[config.mk]
export PLATFORM = sky130hd
export DESIGN_NAME = tx_segment_scheduler
export DESIGN_NICKNAME = d
export VERILOG_FILES = /design/src/rtl/tx_sched_pkg.sv /design/src/rtl/tx_sched_delay.sv /design/src/rtl/tx_segment_scheduler.sv
export SDC_FILE = /design/constraint.sdc
export NUM_CORES = 1
export LEC_CHECK = 0
export CAP_MARGIN = 20
export CORE_ASPECT_RATIO = 2
export CORE_UTILIZATION = 40
export CTS_CLUSTER_DIAMETER = 60
export CTS_CLUSTER_SIZE = 14
export DETAILED_ROUTE_END_ITERATION = 8
export PLACE_DENSITY = 0.76
export SYNTH_ARGS = -nofsm -noshare
export SYNTH_HDL_FRONTEND = slang
export SYNTH_SLANG_ARGS = --single-unit
[constraint.sdc]
create_clock -name clk125MHz -period 3.1 [get_ports clk125MHz]
set_clock_uncertainty 0.05 [all_clocks]
set_input_delay 0.62 -clock clk125MHz [delete_from_list [all_inputs] [get_ports clk125MHz]]
set_output_delay 0.62 -clock clk125MHz [all_outputs]
set_load 0.02 [all_outputs]
[src/rtl/tx_sched_pkg.sv]
// Shared types and defaults for the Ethernet TX segment scheduler.
package tx_sched_pkg;

  typedef enum logic [1:0] {
    StIdle,
    StRead,
    StDrain,
    StDone
  } tx_state_e;

  localparam logic [2:0] SEL_R = 3'd0;
  localparam logic [2:0] SEL_B = 3'd1;
  localparam logic [2:0] SEL_G = 3'd2;

  localparam int unsigned SEG_BYTES_DEF    = 1080;
  localparam int unsigned FRAME_PIXELS_DEF = 921600;
  localparam int unsigned RD_LAT_DEF       = 2;

  function automatic logic [2:0] next_sel(logic [2:0] sel);
    case (sel)
      SEL_R:   return SEL_B;
      SEL_B:   return SEL_G;
      default: return SEL_R;
    endcase
  endfunction

  // Operands are already below modulus, so a single conditional subtract is enough.
  function automatic logic [23:0] wrap_add(logic [23:0] a, logic [23:0] b, logic [23:0] modulus);
    logic [24:0] sum;
    sum = {1'b0, a} + {1'b0, b};
    if (sum >= {1'b0, modulus}) return 24'(sum - {1'b0, modulus});
    return sum[23:0];
  endfunction

endpackage

[src/rtl/tx_sched_delay.sv]
// Fixed-depth shift register that aligns read-side controls with the memory read latency.
module tx_sched_delay #(
  parameter int unsigned Width = 1,
  parameter int unsigned Depth = 2
) (
  input  logic             clk_i,
  input  logic             rst_i,
  input  logic [Width-1:0] d_i,
  output logic [Width-1:0] q_o
);

  logic [Width-1:0] pipe_q [Depth];

  always_ff @(posedge clk_i) begin
    if (rst_i) begin
      for (int i = 0; i < Depth; i++) pipe_q[i] <= '0;
    end else begin
      pipe_q[0] <= d_i;
      for (int i = 1; i < Depth; i++) pipe_q[i] <= pipe_q[i-1];
    end
  end

  assign q_o = pipe_q[Depth-1];

endmodule

[src/rtl/tx_segment_scheduler.sv]
// Per-segment read sequencer for the TX payload path (VRAM first send, bram_1080 replay).
// Optional replay path enabled by defining TX_SCHED_REPLAY_EN.
module tx_segment_scheduler
  import tx_sched_pkg::*;
#(
  parameter int unsigned SEG_BYTES    = SEG_BYTES_DEF,
  parameter int unsigned FRAME_PIXELS = FRAME_PIXELS_DEF,
  parameter int unsigned RD_LAT       = RD_LAT_DEF
) (
  input  logic        clk125MHz,
  input  logic        rst,
  input  logic        start,
  input  logic [7:0]  txid,
  input  logic [7:0]  segment_num,
  input  logic [23:0] startaddr,
  output logic        busy,
  output logic        done,
  output logic        start_err,
  output logic [23:0] addrb,
  output logic [2:0]  vramaddr_c,
  output logic [12:0] count_for_bram,
  output logic        count_for_bram_en,
  output logic [12:0] count_for_bram_b,
  output logic        byte_valid,
  output logic        data_user,
  output logic [23:0] lastaddr
);

  localparam logic [12:0] LastK     = 13'(SEG_BYTES - 1);
  localparam logic [23:0] LastPix   = 24'(FRAME_PIXELS - 1);
  localparam logic [23:0] FramePix  = 24'(FRAME_PIXELS);
  localparam logic [23:0] SegPix    = 24'(SEG_BYTES / 3);
  localparam logic [7:0]  LastDrain = 8'(RD_LAT - 1);
  localparam int unsigned DlyW      = 18;

  tx_state_e   state_q, state_d;
  logic [12:0] k_q, k_d;
  logic [2:0]  sel_q, sel_d;
  logic [23:0] base_q, base_d;
  logic [23:0] addr_q, addr_d;
  logic [23:0] lastaddr_q, lastaddr_d;
  logic [7:0]  drain_q, drain_d;
  logic        replay_q, replay_d;
  logic        start_err_q, start_err_d;

  logic            rd;
  logic            wb;
  logic [DlyW-1:0] dly_d, dly_q;

  always_comb begin
    state_d     = state_q;
    k_d         = k_q;
    sel_d       = sel_q;
    base_d      = base_q;
    addr_d      = addr_q;
    lastaddr_d  = lastaddr_q;
    drain_d     = drain_q;
    replay_d    = replay_q;
    start_err_d = 1'b0;
    unique case (state_q)
      StIdle: begin
        if (start) begin
          if (txid == 8'd0) begin
            start_err_d = 1'b1;
          end else begin
            state_d = StRead;
            k_d     = '0;
            sel_d   = SEL_R;
            base_d  = (segment_num == 8'd0) ? 24'd0 : startaddr;
            addr_d  = base_d;
`ifdef TX_SCHED_REPLAY_EN
            replay_d = (txid >= 8'd2);
`else
            replay_d = 1'b0;
`endif
          end
        end
      end
      StRead: begin
        k_d   = k_q + 13'd1;
        sel_d = next_sel(sel_q);
        // Pixel address advances once all three colour bytes have been requested.
        if (!replay_q && sel_q == SEL_G) addr_d = (addr_q == LastPix) ? 24'd0 : addr_q + 24'd1;
        if (k_q == LastK) begin
          state_d = StDrain;
          drain_d = '0;
          if (!replay_q) lastaddr_d = wrap_add(base_q, SegPix, FramePix);
        end
      end
      StDrain: begin
        if (drain_q == LastDrain) state_d = StDone;
        else drain_d = drain_q + 8'd1;
      end
      StDone:  state_d = StIdle;
      default: state_d = StIdle;
    endcase
  end

  always_ff @(posedge clk125MHz) begin
    if (rst) begin
      state_q     <= StIdle;
      k_q         <= '0;
      sel_q       <= SEL_R;
      base_q      <= '0;
      addr_q      <= '0;
      drain_q     <= '0;
      replay_q    <= 1'b0;
      start_err_q <= 1'b0;
      // An aborted segment must not disturb the resume point; an idle reset clears it.
      lastaddr_q  <= (state_q == StIdle) ? 24'd0 : lastaddr_q;
    end else begin
      state_q     <= state_d;
      k_q         <= k_d;
      sel_q       <= sel_d;
      base_q      <= base_d;
      addr_q      <= addr_d;
      drain_q     <= drain_d;
      replay_q    <= replay_d;
      start_err_q <= start_err_d;
      lastaddr_q  <= lastaddr_d;
    end
  end

  assign rd    = (state_q == StRead);
  assign wb    = rd && !replay_q;
  assign dly_d = {rd ? sel_q : SEL_R, rd, wb, wb ? k_q : 13'd0};

  tx_sched_delay #(
    .Width(DlyW),
    .Depth(RD_LAT)
  ) u_delay (
    .clk_i(clk125MHz),
    .rst_i(rst),
    .d_i  (dly_d),
    .q_o  (dly_q)
  );

  assign {vramaddr_c, byte_valid, count_for_bram_en, count_for_bram} = dly_q;

`ifdef TX_SCHED_REPLAY_EN
  assign count_for_bram_b = (rd && replay_q) ? k_q : 13'd0;
`else
  assign count_for_bram_b = 13'd0;
`endif

  assign busy      = (state_q != StIdle);
  assign done      = (state_q == StDone);
  assign data_user = rd || (state_q == StDrain);
  assign start_err = start_err_q;
  assign addrb     = addr_q;
  assign lastaddr  = lastaddr_q;

endmodule

======== Yosys cells after proc, flatten, opt, wreduce, memory -nomap -nowiden ========
Memory sizes are Yosys's and may differ from the RTL's.
Index checks and enable logic that the tools add are counted.
cells by class
  bitwise logic cells ..................... 5
  mux-type cells .......................... 38
  reductions and logical operators ........ 17
  order comparisons ....................... 1
  equal/unequal tests ..................... 15
  add/sub/neg operators ................... 5
operators by type and width
  operator                                                              number
  2-to-1 mux 24 bit                                                     11
  one-hot mux 24 bit (2 select lines)                                   1
  2-to-1 mux 13 bit                                                     3
  2-to-1 mux 18 bit                                                     2
  one-hot mux 13 bit (2 select lines)                                   1
  adder 24 x 9 -> 25 bit (second input constant)                        1
  greater-or-equal comparator 25 x 20 -> 1 bit (second input constant)  1
  adder 24 x 1 -> 24 bit (second input constant)                        1
  == test 24 x 20 -> 1 bit (second input constant)                      1
  subtractor 24 x 20 -> 24 bit (second input constant)                  1
  logical NOT 8 bit                                                     2
  2-to-1 mux 8 bit                                                      2
  one-hot mux 8 bit (2 select lines)                                    1
  adder 13 x 1 -> 13 bit (second input constant)                        1
  == test 13 x 11 -> 1 bit (second input constant)                      1
  AND reduction 3 bit                                                   4
  nonzero test 2 bit                                                    5
  2-to-1 mux 3 bit                                                      3
  adder 8 x 1 -> 8 bit (second input constant)                          1
  == test 8 x 1 -> 1 bit (second input constant)                        1
  2-to-1 mux 2 bit                                                      4
  inequality test 2 bit (second input constant)                         4
  one-hot mux 2 bit (4 select lines)                                    1
  AND reduction 4 bit                                                   2
  14 further kinds                                                      26
storage, ports and cells
  flip-flop bits (word level) ............. 99
  memories ................................ 1
  input port bits ......................... 43
  word-level logic and storage cells ...... 90
  bits in writable memories ............... 36
  output and inout bits ................... 83
memory list
  name            depth  width  rd ports  clocked after memory_dff  write ports  line                  RTL
  u_delay.pipe_q  2      18     2         0                         2            tx_sched_delay.sv:12  logic [Width-1:0] pipe_q [Depth];

======== Depth between registers and ports, before layout ========
Gate-level depths: netlist of the first run.
  depth after elaboration ................. 9
  depth in mapped cells ................... 12
  gate-level depth less buffers ........... 10

======== Hierarchy ========
From an unflattened synthesis of the first run, not the netlist that was laid out.
second synthesis, totals
  cell total of the unflattened synthesis .. 782
  area total of the unflattened synthesis .. 6761.5 um^2
modules (own cells, without submodules)
  module                area each (um^2)  cells each  times used
  tx_segment_scheduler  5631.7            689         1
  tx_sched_delay        1129.8            93          1

======== Worst setup path before layout of the first run ========
No wires, ideal clock.
  kind .................................... reg-to-reg
  start ................................... reg state_q[1]
  end ..................................... reg lastaddr_q[0], in the netlist lastaddr[0] (enable)
  arrival ................................. 2901 ps
  path buffers ............................ 2
  slack ................................... -289 ps
  stages on the path, launching flop included .. 7
  library setup time ...................... 438 ps
  required time ........................... 2612 ps
  clock period less this slack ............ 3389 ps
  cells stage by stage .................... dfxtp_1 > inv_1 > ha_1 > clkbuf_1 > clkbuf_1 > nand4_1 > o21ai_0
between the ends
  cells in the longest elaborated chain, start to end .. 3
  elaborated cells on any way between the ends .. 5
  those cells by class .................... eq/ne: 2; reduce/logical: 3
ends and longest elaborated chain
  what                                  line                         RTL
  start, declared                       tx_segment_scheduler.sv:36   tx_state_e state_q, state_d;
  start signal, assigned                tx_segment_scheduler.sv:101  state_q <= StIdle;
  start signal, assigned                tx_segment_scheduler.sv:112  state_q <= state_d;
  == test 2 x 1 -> 1 bit                n/a
  named net rd                          tx_segment_scheduler.sv:46   logic rd;
  nonzero test 2 bit (no source line)   n/a
  AND reduction 3 bit (no source line)  n/a
  end signal, assigned                  tx_segment_scheduler.sv:110  lastaddr_q <= (state_q == StIdle) ? 24'd0 : lastaddr_q;
  end signal, assigned                  tx_segment_scheduler.sv:120  lastaddr_q <= lastaddr_d;
  end, declared                         tx_segment_scheduler.sv:41   logic [23:0] lastaddr_q, lastaddr_d;
The timed path passes the listed nets, and every way through them passes these cells.
A chain may end at the register's enable or synchronous reset.

======== Worst setup path in the final report of the first run ========
  start ................................... reg base_q[3]
  end ..................................... reg lastaddr_q[23], in the netlist lastaddr[23], data pin
between the ends
  cells in the longest elaborated chain, start to end .. 9
  elaborated cells on any way between the ends .. 11
  those cells by class .................... add/sub: 2; order compare: 1; mux: 8
ends and longest elaborated chain
  what                                          line                         RTL
  start, declared                               tx_segment_scheduler.sv:39   logic [23:0] base_q, base_d;
  start signal, assigned                        tx_segment_scheduler.sv:115  base_q <= base_d;
  adder 24 x 9 -> 25 bit (*)                    tx_sched_pkg.sv:30           sum = {1'b0, a} + {1'b0, b};
  greater-or-equal comparator 25 x 20 -> 1 bit  tx_sched_pkg.sv:31           if (sum >= {1'b0, modulus}) return 24'(sum - {1'b0, modulus});
  2-to-1 mux 1 bit                              tx_sched_pkg.sv:31
  2-to-1 mux 1 bit                              tx_segment_scheduler.sv:84   if (k_q == LastK) begin
  2-to-1 mux 1 bit                              tx_segment_scheduler.sv:60   unique case (state_q)
  2-to-1 mux 24 bit (*)                         tx_sched_pkg.sv:32           return sum[23:0];
  2-to-1 mux 24 bit (*)                         tx_segment_scheduler.sv:84
  2-to-1 mux 24 bit (*)                         tx_segment_scheduler.sv:60
  2-to-1 mux 24 bit (*)                         tx_segment_scheduler.sv:100  if (rst) begin
Mark *: on every way between the ends. The rest lies on a longest branch, timed or not. The select of a mux whose other input is x is not followed.

==> results of run 1 <==
==> layout by cell type, fill, tap and decap left out, types with 4 or more instances in the layout <==
| cell type | count |
|---|---|
| and4_1 | 7 |
| nand2b_1 | 5 |
| o21a_1 | 5 |
| a21oi_1 | 53 |
| xnor2_1 | 17 |
| dfxtp_1 | 103 |
| clkbuf_16 | 17 |
| a22oi_1 | 12 |
| ha_1 | 9 |
| buf_4 | 21 |
| nand4_1 | 14 |
| nor2b_1 | 25 |
| inv_6 | 5 |
| and3_1 | 12 |
| inv_1 | 16 |
| edfxtp_1 | 24 |
| a32o_1 | 4 |
| xor2_1 | 16 |
| nor4_1 | 7 |
| clkdlybuf4s50_1 | 110 |
| o21ai_0 | 33 |
| and2_1 | 19 |
| nor3_1 | 26 |
| a21o_1 | 5 |
| a31oi_1 | 5 |
| conb_1 | 14 |
| nand3_1 | 41 |
| or3_1 | 8 |
| nor3b_1 | 4 |
| nand2_1 | 72 |
| a211oi_1 | 4 |
| nor2_1 | 66 |
==> flip-flops by register name (all words and copies together) (netlist names) <==
name and flops:
addrb 24, base_q 24, drain_q 8, k_q 13, lastaddr 24, sel_q 2
start_err 1, state_q 2, u_delay.pipe_q 32
==> layout make-up <==
type,instances,area [µm²],share of cell area (%)
multi-input combinational,551,3300,39.6
sequential,130,2850,34.2
timing repair buffer,132,1280,15.3
clock buffer,17,425,5.11
tap,201,251,3.02
clock inverter,15,171,2.06
inverter,16,60.1,0.721
==> power by group <==
part / internal [W] / switching, W
clock: 0.00121 / 0.000808
sequential: 0.00204 / 0.000303
combinational: 0.00102 / 0.00136
total: 0.00427 / 0.00247
==> critical path: cells and delay by family, from the launching register on <==
family                     cells  cell delay (ps)
AOI/OAI and AO/OA              6             1610
xor gates and xnor gates       1              200
DFF                            1              380
adders and majority gates      1              260
and+or+nand+nor                1              200
==> metal layers <==
| layer | share of wire, % | global-route usage, % | vias up | wire [µm] |
|---|---|---|---|---|
| met5 | 0 | 0 | - | 0 |
| met4 | 3.4 | 10.3 | 0 | 517 |
| li1 | - | - | 2833 | - |
| met3 | 4.8 | 3.94 | 34 | 743 |
| met1 | 40 | 19.8 | 2593 | 6140 |
| met2 | 52 | 33.2 | 202 | 7930 |
==> path summary, 6_finish.rpt <==
kind / start / endpoint / slack, ps / cells after the start
max: base_q[3]$_SDFFE_PP0P_ / lastaddr[23]$_SDFFCE_PP0P_ / 120 / 9
min: u_delay.pipe_q[0][0]$_SDFF_PP0_ / u_delay.pipe_q[0][18]$_SDFF_PP0_ / 380 / 1
max reg2reg: base_q[3]$_SDFFE_PP0P_ / lastaddr[23]$_SDFFCE_PP0P_ / 120 / 9
min reg2reg: u_delay.pipe_q[0][0]$_SDFF_PP0_ / u_delay.pipe_q[0][18]$_SDFF_PP0_ / 380 / 1
==> cell families after synthesis <==
family,after synthesis
compound gates,166
xor+xnor,33
fa+ha+maj,9
buf+inv,92
flops,130
mux,5
other cells,1
simple gates,324
==> metrics by stage <==
stage / setup TNS (ps) / cells / worst slack, ps / hold WS [ps] / utilization (%)
6_report: 0 / 1062 / 124 / 384 / 52.5
2_1_floorplan: 0 / 773 / 354 / 364 / -
5_1_grt: -53.2 / 1062 / -27.5 / 393 / 52.5
3_5_place_dp: 0 / 1029 / 35.6 / 370 / 48.6
4_1_cts: 0 / 1061 / 34.9 / 385 / 52.4
3_3_place_gp: 0 / 1029 / 135 / 367 / 48.6
==> repair_timing <==
action	in CTS	in global routing
buffers inserted	0	1
gates resized for setup	0	5
endpoints found under the setup margin	0	5
==> impl_metrics.py, run 1 <==
metrics = {
    "grt": {
        "grt_pass1_wl_mm": 25.0,
        "grt_overflow_total": 0,
        "first_global_vias": 5338,
        "grt_usage_pct": 18.6,
        "grt_max_degree": 51,
        "antenna_found_initial": 0,
    },
    "logic_synthesis": {
        "synth_cell_types": 71,
        "synth_fa_ha_area_share_pct": 1.72,
        "ys_warn_count": 0,
        "ys_ff_latch": 130,
        "synth_top_cell_area_share_pct": 32.4,
        "yosysTopAreaCell": "dfxtp_1",
        "yosys.area_share.simple_pct": 25.2,
        "synth-compound-area-share_pct": 17.1,
        "synth_xor_xnor_area_share_pct": 4.42,
        "synth_edf_count": 24,
        "syn_area_mm2": 0.00654,
        "seq_area_frac_synth_pct": 43.4,
        "syn_inst": 760,
        "synth_top_family_by_area": "simple AND/OR/NAND/NOR gates",
        "synthArstFlopShare_pct": 0,
        "ys.flop_type": "dfxtp_1",
        "syn_avg_cell_area_um2": 8.61,
        "synth_commonest_cells": "dfxtp_1 (106), nand2_1 (72), nor2_1 (66), a21oi_1 (53), nand3_1 (41)",
        "yosysMostFrequentCell": "dfxtp_1",
        "synth_area_leaders": "dfxtp_1 (32%), edfxtp_1 (11%), nand2_1 (4.1%), a21oi_1 (4.1%), nor2_1 (3.8%)",
        "synthMuxAreaShare_pct": 0.822,
    },
    "final_layout": {
        "nets": 900,
        "area_delta_synth_final_pct": 27.3,
        "drive_above_1_share_pct": 8.94,
        "fill_cells": 1454,
        "design_area_mm2": 0.00833,
        "diodes": 0,
    },
    "setup_path": {
        "cp-end-kind": "flop",
        "crit_slowest_cell": "dfxtp_2",
        "crit_arrival_ps": 3080,
        "crit_path_max_incr_delay_ps": 380,
        "cp-start-kind": "flop",
        "path_cells": "ha_1 > o31a_1 > o2111ai_1 > xor2_1 > a211oi_2 > nand4bb_1 > a211o_1 > a211oi_2 > a311oi_1",
        "crit_top_cell": "a211oi_2",
        "cp_max_fo": 10,
        "critPathKind": "reg -> reg",
        "required_ps": 3200,
    },
    "cts": {
        "clock_path_buffers": 2,
        "h-tree-depth": 4,
        "cts-root-buf": "clkbuf_16",
        "clkSlewWorstSetupHoldPaths_ps": 60,
        "numCtsBuffers": 17,
        "postCtsHoldBufs": 0,
        "cts_tree": "built",
        "clk_latency_ps": 420,
        "cts.sinks": 130,
    },
    "power_and_ir_drop": {
        "p_leak_nw": 3.01,
        "p_per_area_mw_per_mm2": 810,
        "worst_ir_drop_vdd_uv": 526,
        "finalPower_w": 0.00674,
    },
    "route": {
        "drt_iter0_markers": 296,
        "dr.pass1.iters": 5,
        "drt-wirelength-per-cell_um": 14.4,
        "vias_per_cell": 5.33,
        "drc": 0,
        "vias": 5662,
        "routed_wl_mm": 15.3,
        "drtAntennaViolNets": 0,
    },
    "timing": {
        "final_max_slew_viol_count": 0,
        "finalHoldViolCount": 0,
        "rsz0062_at_grt": "true",
        "timing.fmax_mhz": 336,
        "slew_headroom_pct": 58.3,
        "setup_viol": 0,
        "post-route-min-period_ps": 2980,
        "tightest_slew_ps": 619,
        "period_share_pct": 96.0,
    },
    "flow_run": {
        "drv_cap": 0,
    },
    "hold_path": {
        "worstHoldPathType": "reg -> reg",
    },
    "place": {
        "io_buffers": 111,
        "place_area_mm2": 0.00771,
        "hpwl_mm": 11.1,
        "place_congestion": 0.883,
    },
    "floorplan": {
        "start_util_pct": 41.3,
        "die_y_um": 183,
        "die_area_mm2": 0.0169,
        "ioPinCount": 126,
        "die_w_um": 92.4,
        "row_count": 65,
        "core-area_mm2": 0.0159,
    },
    "outcome": {
        "run_status": "complete, no violations",
    },
}
No activity file was read; power rests on OpenSTA's default activity.
==> run 2, diff against run 1 <==
--- a/config.mk
+++ b/config.mk
@@ -8,6 +8,7 @@
 export CAP_MARGIN = 20
 export CORE_ASPECT_RATIO = 2
 export CORE_UTILIZATION = 40
+export CTS_BUF_LIST = sky130_fd_sc_hd__clkbuf_2 sky130_fd_sc_hd__clkbuf_4 sky130_fd_sc_hd__clkbuf_8
 export CTS_CLUSTER_DIAMETER = 60
 export CTS_CLUSTER_SIZE = 14
 export DETAILED_ROUTE_END_ITERATION = 8
==> run 2 against run 1 <==
Worst hold slack improved by 4.2 ps. Register-to-register slack barely moved. Utilization fell by 1.2 points. Highest routed layer unchanged.
==> impl_metrics.py, run 2 (synthesis gave the netlist of run 1 again) <==
metrics = {
    "setup_path": {
        "reg2reg_depth": 9,
        "r2r-start": "base_q[3]$_SDFFE_PP0P_",
        "cp_max_fo": 10,
        "startpoint": "base_q[3]$_SDFFE_PP0P_",
        "cp-start-kind": "flop",
        "crit_family": "compound AO/OA/AOI/OAI gates",
        "critPathKind": "reg -> reg",
        "crit_path_max_incr_delay_ps": 390,
        "crit_buf_inv": 0,
        "crit_slowest_cell": "dfxtp_4",
        "required_ps": 3230,
        "timing.critical_path.to": "lastaddr[23]$_SDFFCE_PP0P_",
        "crit_top_cell": "a211oi_2",
        "path_cells": "ha_1 > o31a_1 > o2111ai_1 > xor2_1 > a211oi_2 > nand4bb_1 > a211o_1 > a211oi_2 > a311oi_1",
        "worst-path-stages": 9,
        "r2r_setup_slack_ps": 130,
        "crit_arrival_ps": 3100,
        "r2r-end": "lastaddr[23]$_SDFFCE_PP0P_",
        "cp-end-kind": "flop",
    },
    "hold_path": {
        "hold-path-cell-count": 1,
        "worstHoldPathType": "reg -> reg",
    },
    "floorplan": {
        "row_count": 65,
        "die_area_mm2": 0.0169,
        "die_y_um": 183,
        "ioPinCount": 126,
        "start_util_pct": 41.3,
        "core-area_mm2": 0.0159,
        "die_w_um": 92.4,
    },
    "power_and_ir_drop": {
        "seqPwrFrac_pct": 37.8,
        "clockPowerShare_pct": 23.8,
        "switching_share_pct": 38.7,
        "p_int_w": 0.00380,
        "switchingPower_w": 0.00240,
        "p_comb_share_pct": 38.4,
        "p_leak_nw": 2.93,
        "worst_ir_drop_vdd_uv": 467,
        "p_per_area_mw_per_mm2": 761,
    },
    "grt": {
        "first_global_vias": 5310,
        "antenna_found_initial": 0,
        "grt_max_degree": 51,
        "grt_overflow_total": 0,
        "grt_usage_pct": 18.3,
        "grt_pass1_wl_mm": 24.7,
    },
    "timing": {
        "period_share_pct": 95.8,
        "final_max_slew_viol_count": 0,
        "tightest_slew_ps": 630,
        "setup_viol": 0,
        "timing.fmax_mhz": 337,
        "finalHoldViolCount": 0,
        "post-route-min-period_ps": 2970,
        "slew_headroom_pct": 57.5,
    },
    "cts": {
        "h-tree-depth": 4,
        "clkSlewWorstSetupHoldPaths_ps": 80,
        "cts-root-buf": "clkbuf_8",
        "clock_path_buffers": 2,
        "clk_latency_ps": 450,
        "cts.sinks": 130,
        "cts_tree": "built",
        "numCtsBuffers": 17,
        "postCtsHoldBufs": 0,
    },
    "final_layout": {
        "layout_commonest_cell": "clkdlybuf4s50_1",
        "largest-register": "u_delay.pipe_q",
        "diodes": 0,
        "drive_above_1_share_pct": 8.94,
        "final_cells": 1062,
        "area_delta_synth_final_pct": 24.4,
        "largest_reg_flops": 32,
        "design_area_mm2": 0.00814,
        "nets": 900,
        "fill_cells": 1487,
        "layout_common_cells": "clkdlybuf4s50_1 (110), dfxtp_1 (103), nand2_1 (72)",
    },
    "place": {
        "hpwl_mm": 11.1,
        "place_congestion": 0.883,
        "place_inst": 1029,
        "place_area_mm2": 0.00771,
        "io_buffers": 111,
    },
    "route": {
        "drtAntennaViolNets": 0,
        "dr.pass1.iters": 4,
        "drt-wirelength-per-cell_um": 14.2,
        "drt_iter0_markers": 310,
        "drc": 0,
        "routed_wl_mm": 15.1,
        "vias_per_cell": 5.32,
        "vias": 5653,
    },
    "outcome": {
        "run_status": "complete, no violations",
    },
    "flow_run": {
        "drv_cap": 0,
    },
}
==> run 2: layout make-up <==
type / count / area, µm² / share of cell area (%)
clock buffer: 17 / 234 / 2.87
clock inverter: 15 / 171 / 2.11
inverter: 16 / 60.1 / 0.738
multi-input combinational: 551 / 3300 / 40.5
sequential: 130 / 2850 / 35.0
tap: 201 / 251 / 3.09
timing repair buffer: 132 / 1280 / 15.7
==> run 2: worst min path at each step <==
stage                                                   to  slack, ps                       startpoint
after floorplan           u_delay.pipe_q[0][18]$_SDFF_PP0_        360  u_delay.pipe_q[0][0]$_SDFF_PP0_
final                     u_delay.pipe_q[0][18]$_SDFF_PP0_        390  u_delay.pipe_q[0][0]$_SDFF_PP0_
after detailed placement  u_delay.pipe_q[0][20]$_SDFF_PP0_        370  u_delay.pipe_q[0][2]$_SDFF_PP0_
after CTS                 u_delay.pipe_q[0][27]$_SDFF_PP0_        390  u_delay.pipe_q[0][9]$_SDFF_PP0_
after global placement    u_delay.pipe_q[0][22]$_SDFF_PP0_        370  u_delay.pipe_q[0][4]$_SDFF_PP0_
after global routing      u_delay.pipe_q[0][24]$_SDFF_PP0_        400  u_delay.pipe_q[0][6]$_SDFF_PP0_
==> run 2: per-stage QoR <==
| step | setup slack, ps | hold WS (ps) | power [W] | TNS [ps] | util [%] |
|---|---|---|---|---|---|
| global route | -9.88 | 396 | 0.00656 | -15.0 | 51.3 |
| finish | 130 | 388 | 0.00620 | 0 | 51.3 |
| detailed placement | 35.6 | 370 | 0.00475 | 0 | 48.6 |
| floorplan | 354 | 364 | 0.00388 | 0 | - |
| global placement | 135 | 367 | 0.00470 | 0 | 48.6 |
| CTS | 17.8 | 388 | 0.00623 | 0 | 51.2 |
==> run 2: what timing repair did <==
| action | CTS | global route |
|---|---|---|
| endpoints found under the setup margin | 0 | 5 |
| resized for setup | 0 | 6 |
| setup buffers | 0 | 1 |
| hold endpoints to repair | 0 | 0 |
==> run 2: worst register-to-register path, delay by kind of cell, from the launching register on <==
kind                     cells  cell delay, ps
AO/OA/AOI/OAI                6            1630
XOR/XNOR                     1             190
adder cells (fa/ha/maj)      1             250
flip-flops                   1             390
AND/OR/NAND/NOR              1             200
==> run 2: power by group through the flow <==
stage               clock (W)  combinational [W]  sequential [W]
global route          0.00158            0.00260         0.00239
floorplan                   0            0.00136         0.00252
CTS                   0.00151            0.00239         0.00234
finish                0.00147            0.00238         0.00234
global placement            0            0.00234         0.00236
detailed placement          0            0.00237         0.00237
==> run 2: metal layers <==
metal,routed length [µm],vias to the layer above,share of wire (%),track usage [%]
li1,-,2830,-,-
met4,580,0,3.9,10.4
met2,7650,179,51,32.3
met1,6130,2607,41,19.8
met5,0,-,0,0
met3,690,37,4.6,3.81
==> run 3, diff against run 2 <==
--- a/config.mk
+++ b/config.mk
@@ -6,7 +6,7 @@
 export NUM_CORES = 1
 export LEC_CHECK = 0
 export CAP_MARGIN = 20
-export CORE_ASPECT_RATIO = 2
+export CORE_ASPECT_RATIO = 1.4
 export CORE_UTILIZATION = 40
 export CTS_BUF_LIST = sky130_fd_sc_hd__clkbuf_2 sky130_fd_sc_hd__clkbuf_4 sky130_fd_sc_hd__clkbuf_8
 export CTS_CLUSTER_DIAMETER = 60
==> run 3 against run 2 <==
Routed wire length is 2.4% lower. Final area is 0.65% lower. Highest routed layer unchanged. Combinational power hardly changed. Critical endpoint unchanged. Largest power group unchanged.
==> impl_metrics.py, run 3 (synthesis gave the netlist of run 1 again) <==
metrics = {
    "final_layout": {
        "nets": 896,
        "drive_above_1_share_pct": 8.63,
        "diodes": 0,
        "register_area_mm2": 0.00285,
        "area_delta_synth_final_pct": 23.6,
        "largest_reg_flops": 32,
        "multi_input_area_mm2": 0.00329,
        "fin_util_pct": 50.2,
        "layout_commonest_cell": "clkdlybuf4s50_1",
        "layout_common_cells": "clkdlybuf4s50_1 (110), dfxtp_1 (103), nand2_1 (72)",
        "fill_cells": 1535,
        "largest-register": "u_delay.pipe_q",
    },
    "grt": {
        "grt_pass1_wl_mm": 24.5,
        "grt_max_degree": 55,
        "antenna_found_initial": 0,
        "first_global_vias": 5172,
        "grt_overflow_total": 0,
        "grt_usage_pct": 18.2,
    },
    "route": {
        "vias": 5658,
        "drc": 0,
        "dr.pass1.iters": 6,
        "vias_per_cell": 5.36,
        "drtAntennaViolNets": 0,
        "drt-wirelength-per-cell_um": 13.9,
        "routed_wl_mm": 14.7,
        "drt_iter0_markers": 332,
    },
    "cts": {
        "clkSlewWorstSetupHoldPaths_ps": 80,
        "numCtsBuffers": 17,
        "cts_tree": "built",
        "cts-root-buf": "clkbuf_8",
        "postCtsHoldBufs": 0,
        "post-cts-setup-buffers": 0,
        "clk_latency_ps": 440,
        "cts_resized": 0,
        "clock_path_buffers": 2,
        "cts.sinks": 130,
        "h-tree-depth": 4,
    },
    "outcome": {
        "run_status": "complete, no violations",
    },
    "timing": {
        "period_share_pct": 93.5,
        "tns_ps": 0,
        "timing.hold.ws_ps": 386,
        "timing.fmax_mhz": 345,
        "rsz0062_at_grt": "false",
        "post-route-min-period_ps": 2900,
        "finalHoldViolCount": 0,
        "final_max_slew_viol_count": 0,
        "final.setup.worst_slack_ps": 201,
        "slew_headroom_pct": 52.1,
        "tightest_slew_ps": 711,
        "setup_viol": 0,
    },
    "setup_path": {
        "cp_max_fo": 10,
        "cp-end-kind": "flop",
        "r2r_setup_slack_ps": 200,
        "required_ps": 3230,
        "crit_arrival_ps": 3030,
        "critPathKind": "reg -> reg",
        "cp-start-kind": "flop",
    },
    "power_and_ir_drop": {
        "finalPower_w": 0.00613,
        "seqPwrFrac_pct": 38.2,
        "p_per_area_mw_per_mm2": 758,
        "p_leak_nw": 2.91,
        "worst_ir_drop_vdd_uv": 461,
        "clockPowerShare_pct": 23.1,
        "p_int_w": 0.00374,
        "switchingPower_w": 0.00239,
        "switching_share_pct": 38.9,
        "p_comb_share_pct": 38.7,
    },
    "place": {
        "place_worst_setup_slack_ps": 119,
        "io_buffers": 111,
        "place_congestion": 0.918,
        "hpwl_mm": 10.6,
    },
    "floorplan": {
        "row_count": 55,
        "die_y_um": 153,
        "die_area_mm2": 0.0169,
        "ioPinCount": 126,
        "die_w_um": 110,
        "start_util_pct": 40.6,
        "core-area_mm2": 0.0161,
    },
    "flow_run": {
        "drv_cap": 0,
    },
    "hold_path": {
        "worstHoldPathType": "reg -> reg",
    },
}
-- run 3: cell type report --
type	count	area share, %
Multi-Input combinational cell	551	40.7
Inverter	16	0.742
Clock buffer	18	3.06
Timing Repair Buffer	128	15.4
Clock inverter	14	1.83
Sequential cell	130	35.2
Tap cell	199	3.08
-- run 3: per-layer routing --
layer  track usage, %  up-vias  wire length, µm
li1                 -     2834                -
met1             23.6     2586             6480
met2             29.1      212             6950
met3             4.31       26              949
met4             6.77        0              314
met5                0        -                0
-- run 3: worst paths after layout --
path                                                       from                          endpoint  cells past startpoint
worst max-delay path                     base_q[3]$_SDFFE_PP0P_        lastaddr[23]$_SDFFCE_PP0P_                      9
worst min-delay path            u_delay.pipe_q[0][3]$_SDFF_PP0_  u_delay.pipe_q[0][21]$_SDFF_PP0_                      1
worst max register to register           base_q[3]$_SDFFE_PP0P_        lastaddr[23]$_SDFFCE_PP0P_                      9
worst min register to register  u_delay.pipe_q[0][3]$_SDFF_PP0_  u_delay.pipe_q[0][21]$_SDFF_PP0_                      1
-- run 3: through the flow --
stage,instances,area (µm²)
after CTS,1056,8080
after detailed placement,1024,7680
after floorplan,773,6590
after global routing,1056,8090
final,1056,8090
after global placement,1024,7680
-- run 3: critical path, stage by stage, from the launching register on --
cell	delay (ps)
dfxtp_2	380
ha_1	260
o31a_1	320
o2111ai_1	250
xor2_1	180
a211oi_2	340
nand4bb_1	200
a211o_1	380
a211oi_2	210
a311oi_1	70
-- run 3: power by group through the flow --
stage               registers (W)  logic (W)  clock network, W
floorplan                 0.00252    0.00136                 0
global placement          0.00237    0.00233                 0
detailed placement        0.00237    0.00236                 0
CTS                       0.00234    0.00238           0.00146
global route              0.00239    0.00260           0.00153
finish                    0.00234    0.00237           0.00141
==> edit 1 (flow settings as in run 2) <==
`RD_LAT_DEF`: 2 -> 1.
--- a/src/rtl/tx_sched_pkg.sv
+++ b/src/rtl/tx_sched_pkg.sv
@@ -15,5 +15,5 @@
   localparam int unsigned SEG_BYTES_DEF    = 1080;
   localparam int unsigned FRAME_PIXELS_DEF = 921600;
-  localparam int unsigned RD_LAT_DEF       = 2;
+  localparam int unsigned RD_LAT_DEF       = 1;
 
   function automatic logic [2:0] next_sel(logic [2:0] sel);
Check against the original RTL: not equivalent (a bounded check fails within 4 cycles, from zero or initial values and one cycle with rst high).
==> edit 1 against run 2 <==
  * Critical path depth fell by 1
  * Sequential cell count fell by 16
  * Die area fell by 6.1%
  * Cell area fell by 2.9%
  * Combinational power rose by 18%
  * Worst hold slack improved by 0.038 ns
  * Non-clock buffer count rose by 14
  * Utilization rose by 1.7 points
  * Area after synthesis fell by 6.3%
  * Highest routed layer unchanged
  * Wire length rose by 9.2%
  * Cell count fell by 0.28%
  * Power rose by 2.5%
  * Worst setup slack got worse by 0.0081 ns
==> edit 1: results (changes against run 2) <==
metric	value	unit	change
outcome	complete, no violations		
Synth Area in Adders	1.84	%	+0.11 points
hold path endpoint	base_q[0]		
P_leak	0.00288	uW	-1.5%
number of global-route vias before repair	5528		+4.1%
global-route met3 utilization	3.36	%	-0.46 points
area share of the largest cell type after synthesis	29.4	%	-3.1 points
htree depth	4		unchanged
worst hold stages	2		+1
Cells after DPL	1026		-0.29%
proportion of synthesized area in mux cells	0.510	%	-0.31 points
Crit Path Max Fanout	5		-5
layout cells sized above 1	11.3	%	+2.4 points
top cells by count, synth	dfxtp_1, nand2_1, nor2_1, a21oi_1, nand3_1		
VDD IR max	0.000513	V	+10%
fraction of registers with async set/reset	0	%	unchanged
FF-to-FF path depth	8		-1
Seq/Total Area, Yosys	41.1	%	-2.3 points
met2 usage	38.1	%	+5.8 points
hold wc startpoint	base_q[0]		
clock root buffer	clkbuf_8		
largest cells by area after synthesis	dfxtp_1, edfxtp_1, nand2_1		
first-pass GRT wire length	25800	um	+4.4%
Pre-antenna DRT Iters	5		+1
dpl hpwl	12000	um	+8.3%
largest net degree at the start of global routing	48		-5.9%
Final #Nets	903		+0.33%
HP Class	register to register		
Vias	5845		+3.4%
number of synthesis warnings	0		unchanged
grt met1 use	21.7	%	+1.9 points
WP data arrival	3.12	ns	+0.02 ns
post-DR wirelength/cell	15.5	um	+9.5%
reg2reg start	base_q[4]		
Final Non-Filler Cells	1059		-0.28%
register-to-register setup slack	0.12	ns	
relative slew slack	37.5	%	-20 points
comb pwr	2810	uW	+18%
total CTS buffers	17		unchanged
Synth Area in Compound Gates	18.4	%	+1.3 points
Mean Syn Cell Area	8.40	um2	-2.4%
Net Sw Frac	40.4	%	+1.7 points
GPL Wtd Cong	0.893		+1.1%
initial antenna violation count	0		unchanged
sequential power share	33.8	%	-4.0 points
overall global routing resource usage	21.1	%	+2.8 points
DRT iter0 DRCs	283		-8.7%
Post-CTS Setup Bufs	0		unchanged
P_int	3790	uW	-0.39%
Post-synth EDFFs	24		unchanged
Crit Reg-Reg Endpoint	lastaddr[22]		
Synth Area in XOR/XNOR	4.85	%	+0.44 points
unique cell type count in the Yosys netlist	77		+8.5%
[edit 1: timing repair]
item / CTS / global route
endpoints found under the setup margin: 0 / 9
hold endpoints to repair: 0 / 0
resized for setup: 0 / 4
[edit 1: worst max-delay path: stages, from the launching register on]
cell       delay, ns
dfxtp_1         0.32
a2111oi_1       0.86
o31ai_1         0.17
o31a_1          0.16
a311o_1         0.40
buf_4           0.18
a21o_2          0.21
a211oi_2        0.26
mux2i_1         0.11
[edit 1: final cells by class]
class / instances / area [um2]
fill: 1343 / 6990
multi-input combinational: 553 / 3280
sequential: 114 / 2520
timing repair buffer: 146 / 1390
clock buffer: 19 / 262
tap: 195 / 244
clock inverter: 13 / 136
inverter: 19 / 71.3
[edit 1: per-layer routing]
metal	vias up	wire length (um)
met5	-	0
met4	0	769
met3	63	673
met2	224	8910
met1	2724	6090
li1	2834	-
[edit 1: how the worst max path moves through the flow]
stage,from,to,depth (start not counted)
6_report,base_q[4],lastaddr[22],8
4_1_cts,base_q[3],lastaddr[22],8
3_5_place_dp,base_q[3],lastaddr[22],8
5_1_grt,base_q[4],lastaddr[19],10
3_3_place_gp,base_q[3],lastaddr[22],8
2_1_floorplan,base_q[3],lastaddr[22],8
[edit 1: per-stage QoR]
step / setup slack (ns) / hold slack, ns / utilization (%) / cell area [um2]
2_1_floorplan: 0.133 / 0.390 / - / 6180
3_3_place_gp: 0.0754 / 0.402 / 50.2 / 7470
3_5_place_dp: 0.0578 / 0.414 / 50.2 / 7470
4_1_cts: 0.0494 / 0.424 / 52.8 / 7870
5_1_grt: -0.00760 / 0.453 / 53.1 / 7910
6_report: 0.121 / 0.426 / 53.1 / 7910
[edit 1: cell families after synthesis]
family          after synthesis
simple gates                319
compound gates              174
flops                       114
buf+inv                      76
xor+xnor                     34
fa+ha+maj                     9
mux                           3
other cells                   1
==> edit 2 (settings of run 2) <==
Made on the original files. Add an input register stage for `startaddr`; this delays it by one clock. The other inputs are not delayed to match.
--- a/src/rtl/tx_segment_scheduler.sv
+++ b/src/rtl/tx_segment_scheduler.sv
@@ -34,4 +34,10 @@
   localparam int unsigned DlyW      = 18;
 
+  logic [23:0] startaddr_q;
+
+  always_ff @(posedge clk125MHz) begin
+    startaddr_q <= startaddr;
+  end
+
   tx_state_e   state_q, state_d;
   logic [12:0] k_q, k_d;
@@ -67,5 +73,5 @@
             k_d     = '0;
             sel_d   = SEL_R;
-            base_d  = (segment_num == 8'd0) ? 24'd0 : startaddr;
+            base_d  = (segment_num == 8'd0) ? 24'd0 : startaddr_q;
             addr_d  = base_d;
 `ifdef TX_SCHED_REPLAY_EN
Formal check against the unedited RTL: not equivalent (a bounded check fails within 4 cycles, from zero or initial values and one cycle with rst high).
==> edit 2 against run 2 <==
  * Sequential power increased by 15%
  * Die area up 5.9%
  * First-iteration DRC count up 7.7%
  * Critical path depth decreased by 2
  * Worst setup slack better by 0.014 ns
  * Wire length is 5.3% higher
  * Power up 7.3%
  * Synthesized cell count grew 2.4%
  * Cell area up 4.9%
  * Sequential cell count rose by 24
  * Area after synthesis is 6.0% higher
  * Largest power group is now registers
  * Highest routed layer unchanged
==> edit 2: results (changes against run 2) <==
metric	value	unit	change
outcome	complete, no violations		
VDD IR max	0.000542	V	+16%
top cells by count, synth	dfxtp_1, nand2_1, a21oi_1, nor2_1, nand3_1		
relative slew slack	57.7	%	+0.12 points
Pre-antenna DRT Iters	7		+3
number of global-route vias before repair	5511		+3.8%
FILL cells	1562		+5.0%
placed instance area	8130	um2	+5.4%
port buffer count	111		unchanged
kind of cell adding the most delay to the critical path	simple AND/OR/NAND/NOR gates		
first-pass GRT wire length	25800	um	+4.3%
dpl hpwl	11600	um	+4.8%
DRT iter0 DRCs	334		+7.7%
unique cell type count in the Yosys netlist	71		unchanged
layout cells sized above 1	8.72	%	-0.22 points
largest cells by area after synthesis	dfxtp_1, edfxtp_1, a21oi_1		
final WL	15900	um	+5.3%
clock root buffer	clkbuf_8		
largest net degree at the start of global routing	60		+18%
CP max stage delay	0.57	ns	+0.18 ns
WP data arrival	3.11	ns	about the same
GPL Wtd Cong	0.847		-4.1%
Worst path slowest cell	dfxtp_1		
Seq/Total Area, Yosys	47.9	%	+4.4 points
P_leak	0.00315	uW	+7.6%
Vias/cell	5.40		+1.4%
Final #Nets	922		+2.4%
overall global routing resource usage	18.3	%	+0.091 points
multi-input logic area	3210	um2	-2.5%
-- edit 2: changes by cell type after synthesis, moves of 5 or more --
| cell | delta |
|---|---|
| and3_1 | +8 |
| and2_1 | -11 |
| nor2b_1 | -5 |
| xor2_1 | +5 |
| nand3_1 | +7 |
| nand4_1 | +5 |
| dfxtp_1 | +24 |
| a21oi_1 | +12 |
| nand2_1 | +6 |
| a22oi_1 | -6 |
-- edit 2: layout make-up --
cell class	count	share of cell area [%]
clock buffer	20	3.15
clock inverter	12	1.63
inverter	14	0.615
multi-input combinational	550	37.6
sequential	154	38.9
tap	207	3.03
timing repair buffer	133	15.0
-- edit 2: per-layer routing --
metal	wire length, um	global-route usage [%]
met5	0	0
met4	473	9.50
met3	622	3.07
met2	8520	32.9
met1	6240	19.9
-- edit 2: where the power goes --
part	internal (uW)	switching, uW	total, uW
logic	1030	1390	2430
clock network	777	766	1540
registers	2360	314	2680
-- edit 2: worst register-to-register path, delay by kind of cell, from the launching register on --
kind	cells	cell delay [ns]
AO/OA/AOI/OAI	4	0.95
AND/OR/NAND/NOR	3	1.15
flip-flops	1	0.57
-- edit 2: kinds of logic (layout without fill, tap and decap cells) --
| family | after synthesis | after routing | synth area share (%) |
|---|---|---|---|
| flops | 154 | 154 | 47.9 |
| other cells | 1 | 14 | 0.0540 |
| buf+inv | 87 | 179 | 6.69 |
| simple gates | 325 | 325 | 23.7 |
| mux | 3 | 3 | 0.451 |
| compound gates | 163 | 163 | 14.9 |
| fa+ha+maj | 9 | 9 | 1.62 |
| xor+xnor | 36 | 36 | 4.65 |
-- edit 2: final timing paths --
check / to / slack [ns] / start / depth (start not counted)
max: lastaddr[16] / 0.14 / base_q[8] / 7
min: u_delay.pipe_q[0][24] / 0.38 / u_delay.pipe_q[0][6] / 1
max reg2reg: lastaddr[16] / 0.14 / base_q[8] / 7
min reg2reg: u_delay.pipe_q[0][24] / 0.38 / u_delay.pipe_q[0][6] / 1
-- edit 2: through the flow --
stage          hold WS (ns)  cells  setup WS (ns)
6_report              0.385   1090          0.144
5_1_grt               0.405   1090       -0.00166
3_5_place_dp          0.370   1058          0.151
2_1_floorplan         0.364    791          0.346
3_3_place_gp          0.368   1058          0.199
4_1_cts               0.387   1090          0.134
